**src/rtl/wbu_result_arbiter.sv**
```systemverilog
// Write-back arbiter: grants one of ALU/MUL/LSU per cycle onto the single register-file write port.
// Define WBU_RR_ARB_EN for round-robin arbitration; otherwise fixed priority LSU > MUL > ALU.
module wbu_result_arbiter #(
  parameter int NSRC            = 3,
  parameter int REG_DATA_WIDTH  = 32,
  parameter int REG_ADDR_WIDTH  = 5,
  parameter int COMMIT_ID_WIDTH = 4
) (
  input  logic                       clk,
  input  logic                       rst_n,
  input  logic                       alu_reg_we_i,
  input  logic [REG_ADDR_WIDTH-1:0]  alu_reg_waddr_i,
  input  logic [REG_DATA_WIDTH-1:0]  alu_result_i,
  input  logic [COMMIT_ID_WIDTH-1:0] alu_commit_id_i,
  output logic                       alu_wb_ready_o,
  input  logic                       mul_reg_we_i,
  input  logic [REG_ADDR_WIDTH-1:0]  mul_reg_waddr_i,
  input  logic [REG_DATA_WIDTH-1:0]  mul_result_i,
  input  logic [COMMIT_ID_WIDTH-1:0] mul_commit_id_i,
  output logic                       mul_wb_ready_o,
  input  logic                       lsu_reg_we_i,
  input  logic [REG_ADDR_WIDTH-1:0]  lsu_reg_waddr_i,
  input  logic [REG_DATA_WIDTH-1:0]  lsu_result_i,
  input  logic [COMMIT_ID_WIDTH-1:0] lsu_commit_id_i,
  output logic                       lsu_wb_ready_o,
  output logic                       reg_we_o,
  output logic [REG_ADDR_WIDTH-1:0]  reg_waddr_o,
  output logic [REG_DATA_WIDTH-1:0]  reg_wdata_o,
  output logic                       commit_valid_o,
  output logic [COMMIT_ID_WIDTH-1:0] commit_id_o
);

  logic [NSRC-1:0]            req;
  logic [NSRC-1:0]            gnt;
  logic [REG_ADDR_WIDTH-1:0]  src_waddr [NSRC];
  logic [REG_DATA_WIDTH-1:0]  src_data  [NSRC];
  logic [COMMIT_ID_WIDTH-1:0] src_id    [NSRC];

  assign req = {lsu_reg_we_i, mul_reg_we_i, alu_reg_we_i};
  assign src_waddr[0] = alu_reg_waddr_i;
  assign src_waddr[1] = mul_reg_waddr_i;
  assign src_waddr[2] = lsu_reg_waddr_i;
  assign src_data[0]  = alu_result_i;
  assign src_data[1]  = mul_result_i;
  assign src_data[2]  = lsu_result_i;
  assign src_id[0]    = alu_commit_id_i;
  assign src_id[1]    = mul_commit_id_i;
  assign src_id[2]    = lsu_commit_id_i;

`ifdef WBU_RR_ARB_EN
  logic [1:0] rr_ptr_q, rr_ptr_d, rr_base;
  logic [2:0] idx;
  logic       found;

  // Illegal pointer value 3 behaves as 0 and is written back as 0.
  always_comb begin
    // NOTE: every variable written here gets a default first so no latch is inferred.
    rr_base = (rr_ptr_q == 2'd3) ? 2'd0 : rr_ptr_q;
    gnt     = '0;
    idx     = '0;
    found   = 1'b0;
    for (int i = 0; i < NSRC; i++) begin
      idx = {1'b0, rr_base} + 3'(i);
      if (idx >= 3'd3) idx = idx - 3'd3;
      if (!found && req[idx[1:0]]) begin
        gnt[idx[1:0]] = 1'b1;
        found         = 1'b1;
      end
    end
    case (gnt)
      3'b001:  rr_ptr_d = 2'd1;
      3'b010:  rr_ptr_d = 2'd2;
      3'b100:  rr_ptr_d = 2'd0;
      default: rr_ptr_d = rr_base;
    endcase
  end

  always_ff @(posedge clk) begin
    if (!rst_n) rr_ptr_q <= 2'd0;
    else        rr_ptr_q <= rr_ptr_d;
  end
`else
  always_comb begin
    gnt = '0;
    if      (req[2]) gnt[2] = 1'b1;
    else if (req[1]) gnt[1] = 1'b1;
    else if (req[0]) gnt[0] = 1'b1;
  end
`endif

  // During reset every source is told it may move on; nothing is captured.
  assign alu_wb_ready_o = ~rst_n | ~alu_reg_we_i | gnt[0];
  assign mul_wb_ready_o = ~rst_n | ~mul_reg_we_i | gnt[1];
  assign lsu_wb_ready_o = ~rst_n | ~lsu_reg_we_i | gnt[2];

  logic                       reg_we_q, reg_we_d;
  logic                       commit_valid_q, commit_valid_d;
  logic [REG_ADDR_WIDTH-1:0]  reg_waddr_q, reg_waddr_d;
  logic [REG_DATA_WIDTH-1:0]  reg_wdata_q, reg_wdata_d;
  logic [COMMIT_ID_WIDTH-1:0] commit_id_q, commit_id_d;

  always_comb begin
    reg_we_d       = 1'b0;
    commit_valid_d = 1'b0;
    reg_waddr_d    = reg_waddr_q;
    reg_wdata_d    = reg_wdata_q;
    commit_id_d    = commit_id_q;
    for (int k = 0; k < NSRC; k++) begin
      if (gnt[k]) begin
        commit_valid_d = 1'b1;
        reg_we_d       = (src_waddr[k] != '0);
        reg_waddr_d    = src_waddr[k];
        reg_wdata_d    = src_data[k];
        commit_id_d    = src_id[k];
      end
    end
  end

  always_ff @(posedge clk) begin
    // NOTE: state updates use non-blocking assignments so all flops sample pre-edge values.
    if (!rst_n) begin
      reg_we_q       <= 1'b0;
      commit_valid_q <= 1'b0;
      reg_waddr_q    <= '0;
      reg_wdata_q    <= '0;
      commit_id_q    <= '0;
    end else begin
      reg_we_q       <= reg_we_d;
      commit_valid_q <= commit_valid_d;
      reg_waddr_q    <= reg_waddr_d;
      reg_wdata_q    <= reg_wdata_d;
      commit_id_q    <= commit_id_d;
    end
  end

  assign reg_we_o       = reg_we_q;
  assign commit_valid_o = commit_valid_q;
  assign reg_waddr_o    = reg_waddr_q;
  assign reg_wdata_o    = reg_wdata_q;
  assign commit_id_o    = commit_id_q;

endmodule

```
**config.mk**
```make
export PLATFORM = sky130hd
export DESIGN_NAME = wbu_result_arbiter
export DESIGN_NICKNAME = d
export VERILOG_FILES = /design/src/rtl/wbu_result_arbiter.sv
export SDC_FILE = /design/constraint.sdc
export NUM_CORES = 1
export LEC_CHECK = 0
export BUFFER_PORTS_ARGS = -buffer_cell sky130_fd_sc_hd__buf_2
export CAP_MARGIN = 20
export CORE_UTILIZATION = 37
export DETAILED_ROUTE_END_ITERATION = 8
export PLACE_DENSITY_LB_ADDON = 0.3
export SETUP_SLACK_MARGIN = 0.05
export SLEW_MARGIN = 20
export SYNTH_ARGS = -nofsm -noshare
export SYNTH_HDL_FRONTEND = slang
export SYNTH_SLANG_ARGS = --single-unit
export TNS_END_PERCENT = 10
```
**constraint.sdc**
```tcl
create_clock -name clk -period 1.3 [get_ports clk]
set_input_delay 0.26 -clock clk [delete_from_list [all_inputs] [get_ports clk]]
set_output_delay 0.26 -clock clk [all_outputs]
set_load 0.02 [all_outputs]
```
# After elaboration in Yosys (flattened, before gate mapping)
# Cells that the tools add are included.
[word_totals] in_bits=128 wordCells=39 ff_bits=43 out_inout_bits=46
[classes] n_mux=20 reduce_logical=4 bitwise_logic=10
[ops] op="$mux W32" count=3
[ops] op="$mux W5" count=3
[ops] op="$reduce_bool A5 Y1" count=3
[ops] op="$mux W4" count=3
[ops] op="$mux W1" count=10
[ops] op="$or A1 B1 Y1" count=6
[ops] op="$not A1 Y1" count=4
[ops] op="$reduce_bool A3 Y1" count=1
[ops] op="$mux W2" count=1

# Longest topological paths before layout
# Gate-level depths: netlist (run 1).
[depth] ltp_word=6 mapped_depth=6 depth_no_buf=3

# Least setup slack after synthesis (run 1)
# Ideal clock, no wire load.
[synth_timing] path_kind="input to output" start="input port mul_reg_we_i" end="output port alu_wb_ready_o" stages=4 t_required_ns=1.040 arrival_ns=1.102 slack_ns=-0.062 path_buffers=3 cell_sequence="buf_6 buf_2 buf_2 o211ai_1"
[synth_between] elab_chain_len=3
[synth_rtl] item="from (decl)" line="16" source="input logic mul_reg_we_i,"
[synth_rtl] item="$mux W1" line="86" source="else if (req[1]) gnt[1] = 1'b1;"
[synth_rtl] item="$mux W2" line="85" source="if (req[2]) gnt[2] = 1'b1;"
[synth_rtl] item="$or A1 B1 Y1" line="92" source="assign alu_wb_ready_o = ~rst_n | ~alu_reg_we_i | gnt[0];"
[synth_rtl] item="to (decl)" line="15" source="output logic alu_wb_ready_o,"
# Every way passes these cells.

# Worst setup path in the final report (run 1)
[layout_timing] start="input port alu_reg_we_i" end="register reg_wdata_q[27], in the netlist reg_wdata_o[27]"
[layout_between] elab_chain_len=4
[layout_rtl] item="from (decl)" line="11" source="input logic alu_reg_we_i,"
[layout_rtl] item="$mux W1" line="87" source="else if (req[0]) gnt[0] = 1'b1;"
[layout_rtl] item="$mux W1" line="86"
[layout_rtl] item="$mux W2" line="85"
[layout_rtl] item="$reduce_bool A3 Y1 (no source line)"
[layout_rtl] item="to (signal assigned)" line="131" source="reg_wdata_q <= reg_wdata_d;"
[layout_rtl] item="to (decl)" line="99" source="logic [REG_DATA_WIDTH-1:0] reg_wdata_q, reg_wdata_d;"
# Every way passes these cells.
# A chain may end at the register's enable or synchronous reset.

==> flow_metrics.py, run 1 <==
metrics = {
    "timing": {
        "fmax_ghz": 0.823,
        "finalHoldViolCount": 0,
        "rsz0062_at_grt": "true",
        "fin_skew_ps": 0,
        "whs_ps": 251,
        "drv_slew": 0,
        "finalSetupViolations": 0,
        "fin_crit_sh_pct": 93.5,
        "finalCriticalPeriod_ps": 1220,
    },
    "floorplanning": {
        "core_sq_mm": 0.00631,
        "die_width_um": 82.8,
        "fp.dieH_um": 82.8,
        "num_io_pins": 174,
        "start_util_pct": 38.3,
        "std_cell_rows": 29,
        "die_area_sq_mm": 0.00686,
    },
    "hold_path": {
        "hold_end": "reg_wdata_o[24]$_SDFFE_PN0P_",
        "hold_start": "mul_result_i[24]",
        "worstHoldPathCells": 3,
        "hp-class": "primary input to flop",
    },
    "logic_synthesis": {
        "avgSynthCellArea_sq_um": 9.70,
        "syn_nets": 377,
        "netlist_instances": 249,
        "synth_seq_cells": 43,
        "ys_seq_area_share_pct": 35.6,
        "netlist_area_sq_mm": 0.00242,
        "ys_types": 30,
        "yosysWarnings": 0,
    },
    "place": {
        "portBuffers": 172,
        "gp_congestion": 0.796,
        "dp_hpwl_um": 5630,
    },
    "setup_path": {
        "crit_buf_inv": 2,
        "regToRegStartpoint": "reg_wdata_o[28]$_SDFFE_PN0P_",
        "reg2reg_slack_ps": 640,
        "cp_slowest_stage_delay_ps": 560,
        "crit_chain": "buf_2 -> or3_2 -> buf_4 -> o221ai_2 -> a21oi_1",
        "worstReg2RegEnd": "reg_wdata_o[28]$_SDFFE_PN0P_",
        "critPathRequiredTime_ps": 1470,
        "path_class": "primary input to flop",
        "start_kind": "primary input",
        "cp_top_family": "simple AND/OR/NAND/NOR gates",
        "arrival_ps": 1390,
        "r2r_cells": 2,
        "crit_path_end_kind": "flop",
        "cp_max_fo": 20,
        "crit_path_top_delay_cell": "or3_2",
    },
    "layout": {
        "synthToLayoutAreaGrowth_pct": 44.7,
        "layout_common_cells": "buf_2, dfxtp_1, a21oi_1",
        "finalNetCount": 544,
        "final_common_cell": "buf_2",
        "drive_above_1_share_pct": 57.1,
        "num_antenna_cells": 0,
    },
    "pwr": {
        "power_mw": 3.37,
        "p_leak_nw": 1.63,
        "ir_drop_uv": 548,
        "power_density_mw_per_mm2": 964,
    },
    "clock_tree": {
        "cts_max_level": 2,
        "holdBufCountCts": 0,
        "clk_path_buf_depth": 2,
        "cts_resized": 1,
        "cts_tree": "yes",
        "clock_latency_ps": 280,
        "clk_pin_slew_ps": 80,
        "post_cts_buffers": 0,
        "cts_root_buffer": "clkbuf_8",
        "numCtsBuffers": 5,
        "cts.sinks": 43,
    },
    "routing": {
        "wl_per_cell_um": 14.8,
        "drc": 0,
        "drt_iter0_markers": 70,
        "via_per_inst": 5.25,
        "firstDrtPassIters": 4,
        "routed_wl_um": 7300,
        "ant_nets": 0,
        "vias": 2592,
    },
    "global_route": {
        "grt_max_degree": 39,
        "grt-ovfl-total": 0,
        "grt_first_pass_wirelength_um": 11600,
        "antenna_found_initial": 0,
        "grt_pass1_vias": 2533,
        "grt_usage_pct": 20.8,
    },
    "run_status": {
        "status": "completed",
    },
    "flow_run": {
        "cap_violations": 0,
    },
}
[cell families after synthesis]
family	synth area share, %
flops	35.6
simple gates	8.54
mux	14.1
compound gates	34.1
other cells	0.155
buf+inv	7.51
[report_power, final]
group	switching, mW	internal [mW]	leakage, nW	total (mW)
Sequential	0.0636	1.43	0.359	1.49
Clock	0.442	0.483	0.0505	0.925
Combinational	0.513	0.445	1.22	0.958
Total	1.02	2.35	1.63	3.37
[Yosys cell counts]
cell	count	area [sq um]
nand3_1	1	5.00
o221ai_2	23	345
o32ai_1	1	8.76
a221oi_1	1	8.76
clkbuf_1	7	26.3
buf_4	1	7.51
buf_1	1	3.75
o21ai_0	1	5.00
nor2_1	23	86.3
buf_6	6	67.6
or3_1	1	6.26
inv_1	3	11.3
nand2_1	17	63.8
a21oi_1	24	120
o211ai_1	1	7.51
nand2b_1	1	6.26
o2bb2ai_1	21	184
nor2b_1	1	6.26
mux2i_1	16	160
o22ai_1	19	119
conb_1	1	3.75
nor4_1	1	6.26
mux2_2	16	180
buf_2	13	65.1
dfxtp_1	43	861
nand2_4	1	11.3
a211oi_1	1	7.51
o41ai_1	1	8.76
or4_1	2	15.0
o221ai_1	1	8.76
[cell type report]
type | instances | area (sq um)
clock inverters | 1 | 7.51
clock buffers | 7 | 96.3
multi-input cells | 175 | 1380
flip-flops and latches | 43 | 861
fillers | 604 | 2820
inverters | 3 | 11.3
repair buffers | 188 | 1050
well taps | 77 | 96.3
[worst min-delay path, stage by stage]
cell and delay [ps]:
buf_2 70, o2bb2ai_1 50, a21oi_1 120
[registers in the layout (all words and copies together), names as in the netlist]
signal	cells
reg_wdata_o	32
commit_valid_o	1
reg_waddr_o	5
reg_we_o	1
commit_id_o	4
[worst max-delay path by stage]
| stage | start | end | slack (ps) | cells past startpoint |
|---|---|---|---|---|
| after floorplan | mul_reg_we_i | alu_wb_ready_o | 40 | 4 |
| after global placement | alu_reg_we_i | reg_wdata_o[26]$_SDFFE_PN0P_ | -190 | 5 |
| after detailed placement | alu_reg_we_i | reg_wdata_o[27]$_SDFFE_PN0P_ | -210 | 5 |
| after CTS | mul_reg_we_i | alu_wb_ready_o | 60 | 4 |
| after global routing | alu_reg_we_i | reg_wdata_o[27]$_SDFFE_PN0P_ | 40 | 5 |
| final | alu_reg_we_i | reg_wdata_o[27]$_SDFFE_PN0P_ | 80 | 5 |
[per-layer routing]
layer	global-route usage (%)	vias to the layer above	share of wire (%)
met5	0	-	0
met4	6.58	0	1.6
met3	4.67	9	7.1
met2	37.6	128	49
met1	24.1	1165	43
li1	-	1290	-
[per-stage QoR]
step / setup TNS (ps) / std cells / setup WS [ps] / utilization (%) / cell area [sq um]
global route: 0 / 494 / 39.9 / 55.4 / 3500
floorplan: 0 / 249 / 35.8 / - / 2440
CTS: 0 / 494 / 55.4 / 55.3 / 3490
finish: 0 / 494 / 84.7 / 55.4 / 3500
global placement: -4910 / 486 / -190 / 53.6 / 3390
detailed placement: -6120 / 486 / -214 / 53.6 / 3390
(Power assumes the default switching activity.)
==> run 2, diff against run 1 <==
--- a/config.mk
+++ b/config.mk
@@ -7,7 +7,7 @@
 export LEC_CHECK = 0
 export BUFFER_PORTS_ARGS = -buffer_cell sky130_fd_sc_hd__buf_2
 export CAP_MARGIN = 20
-export CORE_UTILIZATION = 37
+export CORE_UTILIZATION = 44
 export DETAILED_ROUTE_END_ITERATION = 8
 export PLACE_DENSITY_LB_ADDON = 0.3
 export SETUP_SLACK_MARGIN = 0.05
==> constraint.sdc (replaced) <==
create_clock -name clk -period 1.45 [get_ports clk]
set_input_delay 0.29 -clock clk [delete_from_list [all_inputs] [get_ports clk]]
set_output_delay 0.29 -clock clk [all_outputs]
set_load 0.02 [all_outputs]
==> run 2 against run 1 <==
Net effect:
- clock power fell by 2%
- core utilization rose by 12 points
- worst setup slack improved by 37 ps
- via count rose by 1.7%
- critical path type is now primary input to output port
- sequential share of layout area fell by 0.062 points
- global-route usage rose by 5.0 points
- clock skew did not move
- power fell by 7.9%
==> flow_metrics.py, run 2 (synthesized netlist as in run 1, its figures left out) <==
metrics = {
    "timing": {
        "finalCriticalPeriod_ps": 1330,
        "fin_crit_sh_pct": 91.6,
        "post-route-worst-setup-slack_ps": 121,
        "rsz0062_at_grt": "false",
        "fmax_ghz": 0.753,
        "drv_slew": 0,
        "finalHoldViolCount": 0,
        "finalSetupViolations": 0,
        "fin_skew_ps": 0,
    },
    "place": {
        "portBuffers": 172,
        "pre_cts_ws_ps": -83.2,
        "gp_congestion": 0.785,
        "place_area_sq_mm": 0.00339,
        "dp_hpwl_um": 5580,
    },
    "routing": {
        "firstDrtPassIters": 4,
        "ant_nets": 0,
        "drt_iter0_markers": 73,
        "vias": 2635,
        "wl_per_cell_um": 15.1,
        "via_per_inst": 5.40,
        "drc": 0,
        "routed_wl_um": 7360,
    },
    "setup_path": {
        "r2r_cells": 2,
        "crit_path_top_delay_cell": "buf_4",
        "crit_path_end_kind": "output port",
        "critPathRequiredTime_ps": 1160,
        "cp.depth": 4,
        "path_class": "primary input to output port",
        "crit_buf_inv": 3,
        "start_kind": "primary input",
        "arrival_ps": 1040,
        "crit_top_cell": "buf_4",
        "crit_chain": "buf_2 -> buf_4 -> o211ai_1 -> buf_4",
        "cp_slowest_stage_delay_ps": 270,
        "cp_top_family": "buffers and inverters",
        "cp_max_fo": 24,
    },
    "layout": {
        "largest_register_ffs": 32,
        "drive_above_1_share_pct": 57.2,
        "num_antenna_cells": 0,
        "synthToLayoutAreaGrowth_pct": 45.1,
        "fill_cells": 490,
        "finalNetCount": 546,
        "final_common_cell": "buf_2",
        "layout_common_cells": "buf_2, dfxtp_1, a21oi_1",
        "design_area_sq_mm": 0.00351,
    },
    "pwr": {
        "p_sw_mw": 0.922,
        "pwr-share-seq_pct": 43.0,
        "power_density_mw_per_mm2": 886,
        "p_leak_nw": 1.63,
        "swShare_pct": 29.7,
        "pwr-share-clk_pct": 29.2,
        "ir_drop_uv": 496,
        "combPwrFrac_pct": 27.8,
        "power.internal_mw": 2.19,
    },
    "clock_tree": {
        "holdBufCountCts": 0,
        "cts_max_level": 2,
        "numCtsBuffers": 5,
        "cts.sinks": 43,
        "clk_path_buf_depth": 2,
        "clk_pin_slew_ps": 80,
        "clock_latency_ps": 290,
        "cts_root_buffer": "clkbuf_8",
        "cts_tree": "yes",
    },
    "floorplanning": {
        "die_width_um": 76.1,
        "num_io_pins": 174,
        "fp.dieH_um": 76.1,
        "std_cell_rows": 26,
        "die_area_sq_mm": 0.00579,
        "core_sq_mm": 0.00520,
        "start_util_pct": 46.4,
    },
    "global_route": {
        "grt_max_degree": 29,
        "grt-ovfl-total": 0,
        "grt_first_pass_wirelength_um": 12100,
        "grt_pass1_vias": 2663,
        "antenna_found_initial": 0,
        "grt_usage_pct": 25.8,
    },
    "hold_path": {
        "worstHoldPathCells": 3,
        "hp-class": "primary input to flop",
    },
    "flow_run": {
        "cap_violations": 0,
    },
    "run_status": {
        "status": "completed",
    },
}
run 2: final cells by class:
| type | instances | area, sq um | area share, % |
|---|---|---|---|
| Clock buffer | 5 | 68.8 | 1.96 |
| Clock inverter | 2 | 37.5 | 1.07 |
| Inverter | 3 | 11.3 | 0.321 |
| Multi-Input combinational cell | 175 | 1380 | 39.2 |
| Sequential cell | 43 | 861 | 24.6 |
| Tap cell | 70 | 87.6 | 2.50 |
| Timing Repair Buffer | 190 | 1060 | 30.4 |
run 2: metal layers:
layer  share of wire (%)  routed length [um]  vias up  global-route usage (%)
met3                 8.0                 589       12                    6.71
met1                  40                2970     1194                    29.0
li1                    -                   -     1293                       -
met4                 1.7                 123        0                    8.46
met2                  50                3670      136                    47.2
met5                   0                   0        -                       0
run 2: worst reg2reg max path, cell delays in order, from the launching register on:
cell and delay [ps]:
dfxtp_1 360, o221ai_2 90, a21oi_1 150
run 2: worst paths after layout:
kind / to / start / slack (ps)
max: alu_wb_ready_o / alu_reg_we_i / 120
min reg2reg: commit_id_o[2]$_SDFFE_PN0P_ / commit_id_o[2]$_SDFFE_PN0P_ / 470
min: reg_wdata_o[10]$_SDFFE_PN0P_ / mul_result_i[10] / 280
max reg2reg: reg_wdata_o[16]$_SDFFE_PN0P_ / reg_wdata_o[16]$_SDFFE_PN0P_ / 770
run 2: timing repair:
action / CTS / global route
resized for setup: 0 / 2
setup buffers: 0 / 0
setup endpoints to repair: 0 / 1
run 2: stage by stage:
stage | TNS, ps | instances | util (%) | total power [mW] | hold WS [ps]
2_1_floorplan | 0 | 249 | - | 1.85 | 458
3_3_place_gp | -660 | 481 | 65.2 | 2.20 | 453
3_5_place_dp | -1950 | 481 | 65.2 | 2.23 | 458
4_1_cts | 0 | 488 | 67.2 | 3.13 | 274
5_1_grt | 0 | 488 | 67.4 | 3.26 | 283
6_report | 0 | 488 | 67.4 | 3.11 | 281
run 2: power by group through the flow:
stage          Sequential, mW  Clock, mW  Combinational, mW
6_report                 1.34      0.906              0.865
5_1_grt                  1.35      0.975              0.939
4_1_cts                  1.33      0.928              0.867
3_5_place_dp             1.36          0              0.866
3_3_place_gp             1.36          0              0.843
2_1_floorplan            1.48          0              0.370
